<file path="config.mk">
export PLATFORM = sky130hd
export DESIGN_NAME = fetch_buffer_cu
export DESIGN_NICKNAME = d
export VERILOG_FILES = /design/src/rtl/fetch_buffer_cu.sv
export SDC_FILE = /design/constraint.sdc
export NUM_CORES = 1
export LEC_CHECK = 0
export BUFFER_PORTS_ARGS = -buffer_cell sky130_fd_sc_hd__buf_2
export CAP_MARGIN = 20
export CORE_MARGIN = 10
export CORE_UTILIZATION = 34
export CTS_BUF_LIST = sky130_fd_sc_hd__clkbuf_8
export DETAILED_ROUTE_END_ITERATION = 12
export HOLD_SLACK_MARGIN = 0.1
export PLACE_DENSITY = 0.57
export SETUP_SLACK_MARGIN = 0.3
export SYNTH_ARGS = -nofsm -noshare
export SYNTH_HDL_FRONTEND = slang
export SYNTH_SLANG_ARGS = --single-unit
</file>
<file path="constraint.sdc">
create_clock -name clk -period 6.2 [get_ports clk]
set_clock_uncertainty 0.1 [all_clocks]
set_input_delay 0 -clock clk [delete_from_list [all_inputs] [get_ports clk]]
set_output_delay 0 -clock clk [all_outputs]
set_load 0.02 [all_outputs]
</file>
<file path="src/rtl/fetch_buffer_cu.sv">
// fetch_buffer_cu: pipelined instruction fetch into a circular byte queue,
// extracting one fixed- or variable-length instruction per cycle for decode.
module fetch_buffer_cu #(
  parameter int          FETCH_BYTES = 4,
  parameter int          QDEPTH      = 16,
  parameter int          NREDIR      = 3,
  parameter logic [31:0] RESET_PC    = 32'h0,
  parameter logic        RESET_MODE  = 1'b0
) (
  input  logic                     clk,
  input  logic                     reset,
  output logic                     imem_req,
  output logic [31:0]              imem_addr,
  input  logic [8*FETCH_BYTES-1:0] imem_rdata,
  input  logic [NREDIR-1:0]        redir_valid,
  input  logic [32*NREDIR-1:0]     redir_pc,
  input  logic [NREDIR-1:0]        redir_mode,
  output logic                     inst_valid,
  input  logic                     inst_ready,
  output logic [47:0]              inst,
  output logic [31:0]              inst_pc,
  output logic [2:0]               inst_len,
  output logic                     inst_mode,
  output logic [31:0]              inst_next_pc
);

  localparam int AW = $clog2(QDEPTH);  // queue index width
  localparam int CW = AW + 1;          // occupancy count width (0..QDEPTH)
  localparam int SW = AW + 2;          // headroom for occupancy + outstanding read

  logic [7:0]    qmem [QDEPTH];
  logic [AW-1:0] head_q, head_d, tail_q, tail_d;
  logic [CW-1:0] count_q, count_d;
  logic [31:0]   fetch_pc_q, fetch_pc_d;
  logic [31:0]   inst_pc_q, inst_pc_d;
  logic          mode_q, mode_d;
  logic          pending_q, pending_d;
  logic          discard_q, discard_d;

  logic          redir_any;
  logic [31:0]   redir_sel_pc;
  logic          redir_sel_mode;
  logic [7:0]    peek [6];
  logic [SW-1:0] occupancy;
  logic          push, pop;

  // Decode mode 1 length from the opcode nibble of byte0; mode 0 is always 4.
  function automatic logic [2:0] len_of(input logic md, input logic [3:0] nib);
    logic [2:0] l;
    if (!md) begin
      l = 3'd4;
    end else begin
      case (nib)
        4'h2, 4'h6, 4'hA, 4'hB: l = 3'd2;
        4'h3, 4'h4, 4'h5:       l = 3'd6;
        4'h7, 4'h8, 4'hC:       l = 3'd5;
        default:                l = 3'd1;
      endcase
    end
    return l;
  endfunction

  // Redirect arbitration: lowest-index valid channel wins.
  always_comb begin
    redir_any      = |redir_valid;
    redir_sel_pc   = '0;
    redir_sel_mode = 1'b0;
    for (int i = NREDIR - 1; i >= 0; i--) begin
      if (redir_valid[i]) begin
        redir_sel_pc   = redir_pc[32*i +: 32];
        redir_sel_mode = redir_mode[i];
      end
    end
  end

  // Look at the six bytes starting at head (QDEPTH >= 6 so they never alias).
  genvar gi;
  generate
    for (gi = 0; gi < 6; gi++) begin : g_peek
      logic [AW-1:0] idx;
      assign idx       = head_q + AW'(gi);
      assign peek[gi]  = qmem[idx];
      assign inst[8*gi +: 8] = (3'(gi) < inst_len) ? peek[gi] : 8'h00;
    end
  endgenerate

  assign inst_len     = len_of(mode_q, peek[0][7:4]);
  assign inst_pc      = inst_pc_q;
  assign inst_mode    = mode_q;
  assign inst_next_pc = inst_pc_q + 32'(inst_len);
  assign imem_addr    = fetch_pc_q;

  // Only issue when the queue is guaranteed room for this and any in-flight read.
  assign occupancy  = SW'(count_q) + (pending_q ? SW'(FETCH_BYTES) : '0) + SW'(FETCH_BYTES);
  assign imem_req   = !reset && !redir_any && (occupancy <= SW'(QDEPTH));
  assign inst_valid = !reset && !redir_any && (count_q >= CW'(inst_len));
  assign push       = pending_q && !discard_q;
  assign pop        = inst_valid && inst_ready;

  // Next-state: a redirect flushes everything; otherwise push, pop and issue.
  always_comb begin
    head_d     = head_q;
    tail_d     = tail_q;
    count_d    = count_q;
    fetch_pc_d = fetch_pc_q;
    inst_pc_d  = inst_pc_q;
    mode_d     = mode_q;
    pending_d  = 1'b0;
    discard_d  = 1'b0;
    if (redir_any) begin
      head_d     = '0;
      tail_d     = '0;
      count_d    = '0;
      fetch_pc_d = redir_sel_pc;
      inst_pc_d  = redir_sel_pc;
      mode_d     = redir_sel_mode;
      discard_d  = pending_q;
    end else begin
      if (push) begin
        tail_d = tail_q + AW'(FETCH_BYTES);
      end
      if (pop) begin
        head_d    = head_q + AW'(inst_len);
        inst_pc_d = inst_pc_q + 32'(inst_len);
      end
      count_d = count_q + (push ? CW'(FETCH_BYTES) : '0) - (pop ? CW'(inst_len) : '0);
      if (imem_req) begin
        pending_d  = 1'b1;
        fetch_pc_d = fetch_pc_q + 32'(FETCH_BYTES);
      end
    end
  end

  // State registers.
  always_ff @(posedge clk) begin
    if (reset) begin
      head_q     <= '0;
      tail_q     <= '0;
      count_q    <= '0;
      fetch_pc_q <= RESET_PC;
      inst_pc_q  <= RESET_PC;
      mode_q     <= RESET_MODE;
      pending_q  <= 1'b0;
      discard_q  <= 1'b0;
    end else begin
      head_q     <= head_d;
      tail_q     <= tail_d;
      count_q    <= count_d;
      fetch_pc_q <= fetch_pc_d;
      inst_pc_q  <= inst_pc_d;
      mode_q     <= mode_d;
      pending_q  <= pending_d;
      discard_q  <= discard_d;
    end
  end

  // Byte storage: the read response lands at tail, one byte per slot.
  always_ff @(posedge clk) begin
    if (!reset && !redir_any && push) begin
      for (int k = 0; k < FETCH_BYTES; k++) begin
        qmem[tail_q + AW'(k)] <= imem_rdata[8*k +: 8];
      end
    end
  end

endmodule

</file>
### After elaboration in Yosys (flattened, before gate mapping)

Memories as Yosys holds them, arrays and structs flattened. A register that Yosys moved wholly into a read port is not among the register bits.
Cells that the tools add are included.

* div/mod/pow operators: 0
* shift operators: 0
* multiply operators: 0
* reductions and logical operators: 14
* multiplexer cells: 25
* $add $sub $neg: 16
* order comparisons: 8
* bitwise operators: 1
* equality and inequality tests: 0

Operators with widths (number)
* $mux W32: 7
* $mux W8: 6
* $add A32 B3 Y32: 1
* $add A32 B3 Y32 const B: 1
* $add A4 B2 Y4 const B: 4
* $add A4 B3 Y4 const B: 3
* $mux W3: 4
* $add A4 B1 Y4 const B: 2
* $mux W4: 2
* $add A5 B3 Y6: 1
* $add A6 B3 Y6 const B: 1
* $le A6 B5 Y1 const B: 1
* $logic_and A1 B1 Y1: 6
* $lt A1 B3 Y1 const A: 2
* $lt A2 B3 Y1 const A: 2
* $lt A3 B3 Y1 const A: 2
* $mux W1: 6
* $add A5 B3 Y5: 1
* $ge A5 B3 Y1: 1
* $sub A5 B3 Y5: 1
* $add A4 B3 Y4: 1
* $reduce_bool A2 Y1: 2
* $reduce_or A4 Y1: 1
* $logic_not A1 Y1: 3
* 3 further kinds: 3

* register bits after elaboration: 80
* memory bits (read-only): 48
* latch bits: 0
* memories kept: 2
* word-level logic and storage cells: 74
* memory bits (writable): 128
* input port bits: 137

Memory list
* qmem: depth 16, bits a word 8, rd ports 6, clocked after memory_dff 1, wr ports 4, RTL line 31 `logic [7:0] qmem [QDEPTH];`
* (no name shown): depth 16, bits a word 3, rd ports 1, clocked after memory_dff 0, wr ports 0, RTL line 53 `case (nib)`

### Longest topological paths before layout

Gate-level depths: netlist (run 1).

* depth in word-level cells: 7
* mapped depth: 24

### Worst setup path after synthesis (run 1)

Ideal clock, no wire load.

* path type: flip-flop to flip-flop
* start point: reg with a tool-made name
* end point: reg count_q[4]
* arrival: 5.088 ns
* data required time: 5.972 ns
* stages on the path, launching flop included: 24
* slack: 0.884 ns
* cells stage by stage: dfxtp_1 buf_6 buf_12 mux4_1 mux2_2 mux2i_4 o311ai_1 o21a_1 nand2b_1 ha_1 nor2b_1 o21ai_0 a21boi_0 o21ai_0 clkbuf_1 clkbuf_1 nor2_1 nand2b_1 fa_1 ha_1 a21o_1 a21oi_1 xnor2_1 nor2_1

RTL lines
* end signal: assignment: RTL line 148 `count_q <= count_d;`
* end: declaration: RTL line 33 `logic [CW-1:0] count_q, count_d;`

==> flow_metrics.env, run 1 <==
export IMPL_hold_viol_final=0
export IMPL_rr_worst_depth=15
export IMPL_yosys_register_bits=210
export IMPL_synth_most_common_cell="mux4_2"
export IMPL_async_flop_share=0
export IMPL_clk_latency_ps=630
export IMPL_tns_ps=0
export IMPL_final_seq_area_mm2=0.005498
export IMPL_overflow=0
export IMPL_cts_max_level=2
export IMPL_critical_path_top_delay_family="multiplexers"
export IMPL_cts_root_buf="clkbuf_8"
export IMPL_core_mm2=0.04412
export IMPL_p_clk_frac=0.419
export IMPL_synthesis_area_mm2=0.01512
export IMPL_rsz0062_at_grt="no"
export IMPL_hold_ws_ps=130.8
export IMPL_gr_usage_all_layers=0.2027
export IMPL_synth_distinct_cells=66
export IMPL_fillers=4170
export IMPL_switching_power_w=0.001010
export IMPL_synth_ff_type="edfxtp_1"
export IMPL_dpl_cell_area_mm2=0.01712
export IMPL_die_area_mm2=0.05332
export IMPL_synthCells=1233
export IMPL_power_frac_seq=0.434
export IMPL_drt_total_wl_um=55870
export IMPL_crit_type="reg2out"
export IMPL_synth_seq_area_share=0.3627
export IMPL_hp_class="in2reg"
export IMPL_synth_top_area_frac=0.2665
export IMPL_cts_sink_count=210
export IMPL_die_w_um=230.9
export IMPL_r2r_end="inst_pc[20]"
export IMPL_dpl_hpwl_um=38570
export IMPL_first_pass_iters=5
export IMPL_power_w=0.003594
export IMPL_ir_drop_mv=0.1210
export IMPL_slowest_stage="mux4_2"
export IMPL_cp_required_ps=6100
export IMPL_wl_per_cell_um=24.58
export IMPL_grt_pass1_wl_um=83970
export IMPL_slew_headroom=0.2398
export IMPL_setup_violations_final=0
export IMPL_start_util=0.3428
export IMPL_antenna_found_initial=1
export IMPL_synth_edf_count=128
export IMPL_final_max_slew_viol_count=0
export IMPL_drv_cap=0
export IMPL_post_route_util=0.4444
export IMPL_syn_avg_cell_area_um2=12.27
export IMPL_vias=13577
export IMPL_antenna_left=0
export IMPL_drc=0
export IMPL_synth_area_leaders="mux4_2, edfxtp_1, dfxtp_1"
export IMPL_reg2reg_slack_ps=810
export IMPL_min_delay_path_depth=2
export IMPL_cp_num_buf_inv=4
export IMPL_nNetsFinal=1822
export IMPL_pin_count=287
export IMPL_grt_start_max_net_pins=62
export IMPL_tritoncts="done"
export IMPL_min_to="qmem[10][0]"
export IMPL_min_period_ps=5466
export IMPL_cpPeakStageDelay_ps=590
export IMPL_viasPerCell=5.973
export IMPL_power_density_mw_per_mm2=183.3
export IMPL_swShare=0.2810
export IMPL_drive_gt1_frac=0.3679
export IMPL_cp_max_fo=18
export IMPL_status="finished clean"
export IMPL_multi_input_area_mm2=0.009072
export IMPL_tightest_slew_ps=1139
export IMPL_max_freq_mhz=182.9
export IMPL_area_delta_synth_final_pct=29.64
export IMPL_cp_start_kind="register"
export IMPL_internal_power_w=0.002584
export IMPL_final_area_mm2=0.01961
export IMPL_gp_congestion=0.9118
export IMPL_io_buffers=286
export IMPL_crit_arrival_ps=5370
export IMPL_crit_path_end_kind="primary output"
export IMPL_syn_nets=1403
export IMPL_crit_chain="buf_4 -> mux4_1 -> mux4_2 -> o311ai_1 -> o21a_1 -> and2_1 -> ha_1 -> inv_1 -> fa_1 -> nor2b_1 -> o2111ai_2 -> nor4_4 -> buf_4 -> and3_1 -> xor2_1 -> buf_2"
export IMPL_die_h_um=230.9
export IMPL_power_leakage_nw=7.201
export IMPL_holdCritStartpoint="imem_rdata[16]"
export IMPL_period_share=0.8816
export IMPL_drt_iter0_drc=1679
export IMPL_yosys_top_cells_count="mux4_2, edfxtp_1, dfxtp_1"
export IMPL_cts_buffer_depth=3
export IMPL_p_comb_frac=0.147
export IMPL_crit_top_cell="buf_4"
export IMPL_numCtsBuffers=43
export IMPL_cts_reportedPaths_clkPinSlew_ps=60
export IMPL_fp_row_count=77
export IMPL_grt_pass1_vias=13621
export IMPL_synth_top_area_cell="mux4_2"
export IMPL_synth_warnings=0
state kept, by name (all words and copies together) (netlist names), named ones only:
name	count
count_q	5
discard_q	1
head_q	4
imem_addr	32
inst_mode	1
inst_pc	32
pending_q	1
qmem	128
tail_q	2
repair_timing:
action	in CTS	in global routing
resized for setup	2	1
setup endpoints to repair	3	4
pin swaps	0	1
hold buffers	154	0
hold endpoints to repair	210	0
setup buffers	0	2
gates cloned	0	0
stage by stage:
| stage | std cells | setup WS, ps |
|---|---|---|
| 2_1_floorplan | 1233 | 884.5 |
| 5_1_grt | 2273 | 444.2 |
| 4_1_cts | 2268 | 320.9 |
| 3_3_place_gp | 2041 | 914.4 |
| 6_report | 2273 | 733.9 |
| 3_5_place_dp | 2041 | 801.5 |
layer usage:
layer | global-route usage | share of wire
met2 | 0.3360 | 0.49
met4 | 0.07749 | 0.034
met5 | 0 | 0
met1 | 0.2502 | 0.39
met3 | 0.05126 | 0.087
cells in the final DEF, fill, tap and decap left out, drive strengths merged, types with 30 or more instances in the layout:
master,Yosys,final
inv,40,51
edfxtp,128,128
o21ai,58,58
nor3,30,30
dlygate4sd3,0,154
a21oi,67,67
buf,41,321
dfxtp,82,82
nor2,50,50
nor2b,39,39
clkbuf,60,48
a211oi,47,47
mux4,189,189
nand2,59,59
final cells by class:
class,instances,area share
inverter,40,0.007657
clock inverter,25,0.01098
sequential,210,0.2804
tap,592,0.03778
antenna,1,0.0001276
timing repair buffer,475,0.1667
clock buffer,48,0.03369
multi-input combinational,882,0.4627
cell families (layout without fill, tap and decap cells):
logic type | after synthesis | count (layout) | synth area share
compound gates | 309 | 309 | 0.1427
simple gates | 286 | 286 | 0.1006
mux | 211 | 211 | 0.2996
flops | 210 | 210 | 0.3627
buf+inv | 141 | 588 | 0.04029
xor+xnor | 43 | 43 | 0.02490
fa+ha+maj | 33 | 33 | 0.02929
other cells | 0 | 1 | 0
power by group through the flow:
stage	clock (W)	combinational [W]	sequential, W
2_1_floorplan	0	0.000208	0.00161
3_3_place_gp	0	0.000422	0.00159
5_1_grt	0.00161	0.000565	0.00156
3_5_place_dp	0	0.000427	0.00159
4_1_cts	0.00155	0.000522	0.00156
6_report	0.00151	0.000529	0.00156
how the worst max path moves through the flow:
stage,startpoint,endpoint,depth (start not counted)
after global placement,register,inst_next_pc[30],15
final,register,inst_next_pc[30],16
after floorplan,register,count_q[4],23
after detailed placement,register,inst_next_pc[30],15
after global routing,register,inst_next_pc[30],16
after CTS,register,inst_next_pc[30],15
Note: power is estimated with default switching activity, not from simulation.
==> inputs of run 2 (changes only) <==
CORE_ASPECT_RATIO = 1.4   (was unset)
==> run 2 against run 1 <==
Count of clock-buffer cells in the layout fell by 10. Fmax fell by 3.2%. Sequential cell count did not move. Sequential power barely moved. Cell count fell by 2.5%. First-iteration DRC count fell by 45%. Global-route usage rose by 0.34 points. Total power fell by 8.2%. Combinational power fell by 2%. Worst hold slack improved by 3.4 ps. Critical endpoint unchanged. Largest cell class unchanged.
==> flow_metrics.env, run 2 (synthesis results as in run 1) <==
export IMPL_tightest_slew_ps=1108
export IMPL_cts_reportedPaths_clkPinSlew_ps=60
export IMPL_clk_latency_ps=570
export IMPL_slew_headroom=0.2536
export IMPL_grt_busiest_layer="met2"
export IMPL_antenna_found_initial=3
export IMPL_crit_path_end_kind="primary output"
export IMPL_vias=13220
export IMPL_dpl_hpwl_um=41930
export IMPL_tritoncts="done"
export IMPL_multi_input_area_mm2=0.009064
export IMPL_postCtsSetupBuffers=0
export IMPL_grt_pass1_wl_um=85030
export IMPL_viasPerCell=5.963
export IMPL_die_h_um=269.6
export IMPL_use_met3=0.05635
export IMPL_cts_sink_count=210
export IMPL_max_freq_mhz=177.1
export IMPL_gp_congestion=1.010
export IMPL_core_mm2=0.04406
export IMPL_final_cell_mix="buf_2, mux4_2, dlygate4sd3_1, edfxtp_1, dfxtp_1"
export IMPL_status="finished clean"
export IMPL_setup_violations_final=0
export IMPL_fillers=4071
export IMPL_wl_per_cell_um=25.50
export IMPL_crit_arrival_ps=5550
export IMPL_place_inst=2010
export IMPL_mostFrequentLayoutCell="buf_2"
export IMPL_antenna_left=0
export IMPL_power_leakage_nw=7.020
export IMPL_area_delta_synth_final_pct=26.72
export IMPL_regMostFlops="qmem"
export IMPL_rsz0062_at_grt="yes"
export IMPL_crit_type="reg2out"
export IMPL_min_period_ps=5648
export IMPL_numCtsBuffers=37
export IMPL_cp_required_ps=6100
export IMPL_tns_ps=0
export IMPL_drt_total_wl_um=56540
export IMPL_first_pass_iters=5
export IMPL_final_max_slew_viol_count=0
export IMPL_ir_drop_mv=0.09992
export IMPL_drv_cap=0
export IMPL_grt_pass1_vias=13927
export IMPL_pin_count=287
export IMPL_largest_reg_flops=128
export IMPL_nNetsFinal=1799
export IMPL_final_seq_area_mm2=0.005497
export IMPL_drive_gt1_frac=0.3669
export IMPL_io_buffers=286
export IMPL_cts_buffer_depth=3
export IMPL_cts_root_buf="clkbuf_8"
export IMPL_die_w_um=198.3
export IMPL_fp_row_count=91
export IMPL_fin_cells=2217
export IMPL_hold_viol_final=0
export IMPL_use_met1=0.2155
export IMPL_start_util=0.3432
export IMPL_hp_class="in2reg"
export IMPL_drt_iter0_drc=931
export IMPL_grt_start_max_net_pins=70
export IMPL_cts_max_level=2
export IMPL_cp_start_kind="register"
export IMPL_period_share=0.9110
export IMPL_cp_max_fo=16
export IMPL_die_area_mm2=0.05344
export IMPL_met2_usage=0.3666
export IMPL_drc=0
export IMPL_power_density_mw_per_mm2=172.2
export IMPL_overflow=0
export IMPL_gr_usage_all_layers=0.2061
-- run 2: cell count changes in the layout (fill, tap and decap cells not counted), sizes merged --
cell,change
inv,+3
clkinvlp,+3
diode,+1
bufinv,-3
clkinv,+1
buf,-1
clkbuf,-10
dlygate4sd3,-16
-- run 2: cell type report --
cell class / instances / share of cell area
antenna: 2 / 0.0002611
clock buffer: 38 / 0.02729
clock inverter: 29 / 0.008421
inverter: 40 / 0.007834
multi-input combinational: 882 / 0.4729
sequential: 210 / 0.2868
tap: 558 / 0.03643
timing repair buffer: 458 / 0.1601
-- run 2: where the power goes --
group	leakage (nW)	switching, W	internal, W
clock	0.380	0.000635	0.000589
combinational	4.81	0.000294	0.000222
sequential	1.83	0.0000512	0.00151
total	7.02	0.000981	0.00232
-- run 2: worst paths after layout --
path | to | cells past startpoint | from | slack (ps)
setup / recovery | inst_next_pc[30] | 15 | register | 550
hold / removal | qmem[7][5] | 2 | imem_rdata[29] | 130
hold reg to reg | imem_addr[0] | 2 | imem_addr[0] | 380
setup reg to reg | inst_pc[20] | 15 | register | 680
-- run 2: worst max-delay path: stages, from the launching register on --
cell	delay (ps)
dfxtp_1	330
buf_4	270
mux4_1	590
mux4_2	600
o311ai_1	130
o21a_1	310
and2_1	260
ha_1	210
inv_1	60
fa_1	420
nor2b_1	200
o2111ai_1	450
nor4_4	550
and3_1	270
xor2_1	150
buf_2	180
-- run 2: repair_timing --
action,CTS,global route
endpoints found under the hold margin,209,0
gates resized for setup,0,2
setup endpoints to repair,0,4
hold buffers,138,0
-- run 2: through the flow --
step | utilization | power, W | setup slack (ps) | area, um^2 | hold WS, ps
floorplan | - | 0.001817 | 884.5 | 15120 | -1.131
global placement | 0.3878 | 0.002015 | 861.6 | 17090 | 112.7
detailed placement | 0.3878 | 0.002019 | 763.5 | 17090 | 117.4
CTS | 0.4347 | 0.003343 | 394.6 | 19150 | 100.8
global route | 0.4349 | 0.003438 | 285.3 | 19160 | 116.5
finish | 0.4350 | 0.003300 | 552.0 | 19170 | 134.2
-- run 2: layer usage --
layer | part of all wire | wire length, um
met5 | 0.00023 | 13
met4 | 0.056 | 3166
met3 | 0.083 | 4713
met2 | 0.51 | 28850
met1 | 0.35 | 19800
==> inputs of run 3 (changes only) <==
BUFFER_PORTS_ARGS = -buffer_cell sky130_fd_sc_hd__clkbuf_2   (was -buffer_cell sky130_fd_sc_hd__buf_2)
==> run 3 against run 2 <==
Worst hold slack gained 12 ps. Via count rose by 0.47%. Setup slack worse by 48 ps. Total power about the same. Count of clock-buffer cells in the layout grew 1. Clock power about the same. Sequential power is essentially flat. Cell count down 0.59%. Sequential cell count is the same. Fmax is 0.85% lower. Critical path type unchanged. Critical endpoint unchanged.
==> flow_metrics.env, run 3 (synthesis results as in run 1) <==
export IMPL_wl_per_cell_um=25.74
export IMPL_antenna_found_initial=2
export IMPL_cts_reportedPaths_clkPinSlew_ps=70
export IMPL_cts_max_level=2
export IMPL_power_frac_seq=0.473
export IMPL_nNetsFinal=1788
export IMPL_cts_buffer_depth=3
export IMPL_slowest_stage="mux4_1"
export IMPL_io_buffers=286
export IMPL_core_mm2=0.04406
export IMPL_hp_class="in2reg"
export IMPL_min_delay_path_depth=2
export IMPL_final_cell_mix="clkbuf_2, mux4_2, dlygate4sd3_1, edfxtp_1, dfxtp_1"
export IMPL_numCtsBuffers=36
export IMPL_largest_reg_flops=128
export IMPL_swShare=0.2869
export IMPL_p_clk_frac=0.372
export IMPL_final_max_slew_viol_count=0
export IMPL_die_w_um=198.3
export IMPL_internal_power_w=0.002352
export IMPL_reg2reg_slack_ps=530
export IMPL_power_density_mw_per_mm2=173.1
export IMPL_grt_pass1_vias=13972
export IMPL_area_delta_synth_final_pct=26.00
export IMPL_ir_drop_mv=0.1256
export IMPL_vias=13282
export IMPL_critical_path_top_delay_family="simple AND/OR/NAND/NOR gates"
export IMPL_r2r_end="inst_pc[20]"
export IMPL_max_freq_mhz=175.5
export IMPL_cts_sink_count=210
export IMPL_drt_total_wl_um=56730
export IMPL_antenna_left=0
export IMPL_first_pass_iters=5
export IMPL_start_util=0.3432
export IMPL_min_to="qmem[15][1]"
export IMPL_crit_chain="buf_4 -> mux4_1 -> mux4_2 -> o311ai_1 -> o21a_1 -> and2_1 -> ha_1 -> inv_1 -> fa_1 -> nor2b_1 -> o2111ai_1 -> nor4_4 -> and3_1 -> xor2_1 -> clkbuf_2"
export IMPL_power_leakage_nw=6.955
export IMPL_final_area_mm2=0.01906
export IMPL_switching_power_w=0.0009464
export IMPL_p_comb_frac=0.154
export IMPL_fin_cells=2204
export IMPL_regMostFlops="qmem"
export IMPL_grt_start_max_net_pins=70
export IMPL_grt_pass1_wl_um=85840
export IMPL_fp_row_count=91
export IMPL_die_h_um=269.6
export IMPL_crit_type="reg2out"
export IMPL_cpPeakStageDelay_ps=610
export IMPL_drive_gt1_frac=0.3666
export IMPL_cp_start_kind="register"
export IMPL_drv_cap=0
export IMPL_drt_iter0_drc=990
export IMPL_slew_headroom=0.2507
export IMPL_holdCritStartpoint="imem_rdata[25]"
export IMPL_min_period_ps=5696
export IMPL_crit_arrival_ps=5600
export IMPL_viasPerCell=6.026
export IMPL_gr_usage_all_layers=0.2085
export IMPL_rr_worst_depth=15
export IMPL_tightest_slew_ps=1112
export IMPL_tns_ps=0
export IMPL_cp_required_ps=6100
export IMPL_dpl_cell_area_mm2=0.01709
export IMPL_fillers=4104
export IMPL_die_area_mm2=0.05344
export IMPL_overflow=0
export IMPL_tritoncts="done"
export IMPL_mostFrequentLayoutCell="clkbuf_2"
export IMPL_worst_path_stages=15
export IMPL_cp_max_fo=16
export IMPL_crit_path_end_kind="primary output"
export IMPL_dpl_hpwl_um=42440
export IMPL_status="finished clean"
export IMPL_period_share=0.9188
export IMPL_gp_congestion=0.9782
export IMPL_pin_count=287
export IMPL_drc=0
export IMPL_cp_num_buf_inv=3
export IMPL_place_inst=2010
export IMPL_postCtsSetupBuffers=0
export IMPL_rsz0062_at_grt="no"
export IMPL_hold_viol_final=0
export IMPL_setup_violations_final=0
export IMPL_clk_latency_ps=540
export IMPL_cts_root_buf="clkbuf_8"
run 3: what timing repair did:
action / CTS / global route
gates resized for setup: 0 / 1
setup endpoints to repair: 0 / 4
hold endpoints to repair: 206 / 0
hold buffers: 128 / 0
run 3: routing by layer:
metal  up-vias  global-route usage  share of wire
met5         -                   0        0.00016
met4         2              0.1069          0.053
met3       144             0.05324          0.084
met2       729              0.3758           0.52
met1      6615              0.2168           0.34
li1       5792                   -              -
run 3: cell type report:
| cell class | instances | area (um^2) | share of cell area |
|---|---|---|---|
| clock inverter | 26 | 146.4 | 0.007682 |
| timing repair buffer | 448 | 2968 | 0.1557 |
| sequential | 210 | 5497 | 0.2884 |
| tap | 558 | 698.2 | 0.03664 |
| inverter | 40 | 150.1 | 0.007879 |
| clock buffer | 39 | 536.8 | 0.02817 |
| antenna | 1 | 2.502 | 0.0001313 |
| multi-input combinational | 882 | 9059 | 0.4753 |
run 3: power groups by stage:
stage	clock, W	sequential [W]	combinational, W
6_report	0.00123	0.00156	0.000509
3_3_place_gp	0	0.00159	0.000427
5_1_grt	0.00133	0.00156	0.000547
2_1_floorplan	0	0.00161	0.000208
3_5_place_dp	0	0.00159	0.000430
4_1_cts	0.00128	0.00156	0.000507
run 3: how the worst max path moves through the flow:
stage / start / end / slack, ps
floorplan: register / count_q[4] / 880
global placement: register / count_q[4] / 840
detailed placement: register / count_q[4] / 720
CTS: register / inst_next_pc[30] / 350
global route: register / inst_pc[20] / 310
finish: register / inst_next_pc[30] / 500
run 3: per-stage QoR:
step	hold WS [ps]	power (W)	worst slack, ps	util
finish	146.5	0.003298	503.6	0.4325
global route	127.1	0.003439	306.0	0.4325
CTS	101.0	0.003346	353.5	0.4324
detailed placement	125.3	0.002019	723.3	0.3878
global placement	118.7	0.002015	841.6	0.3878
floorplan	-1.131	0.001817	884.5	-
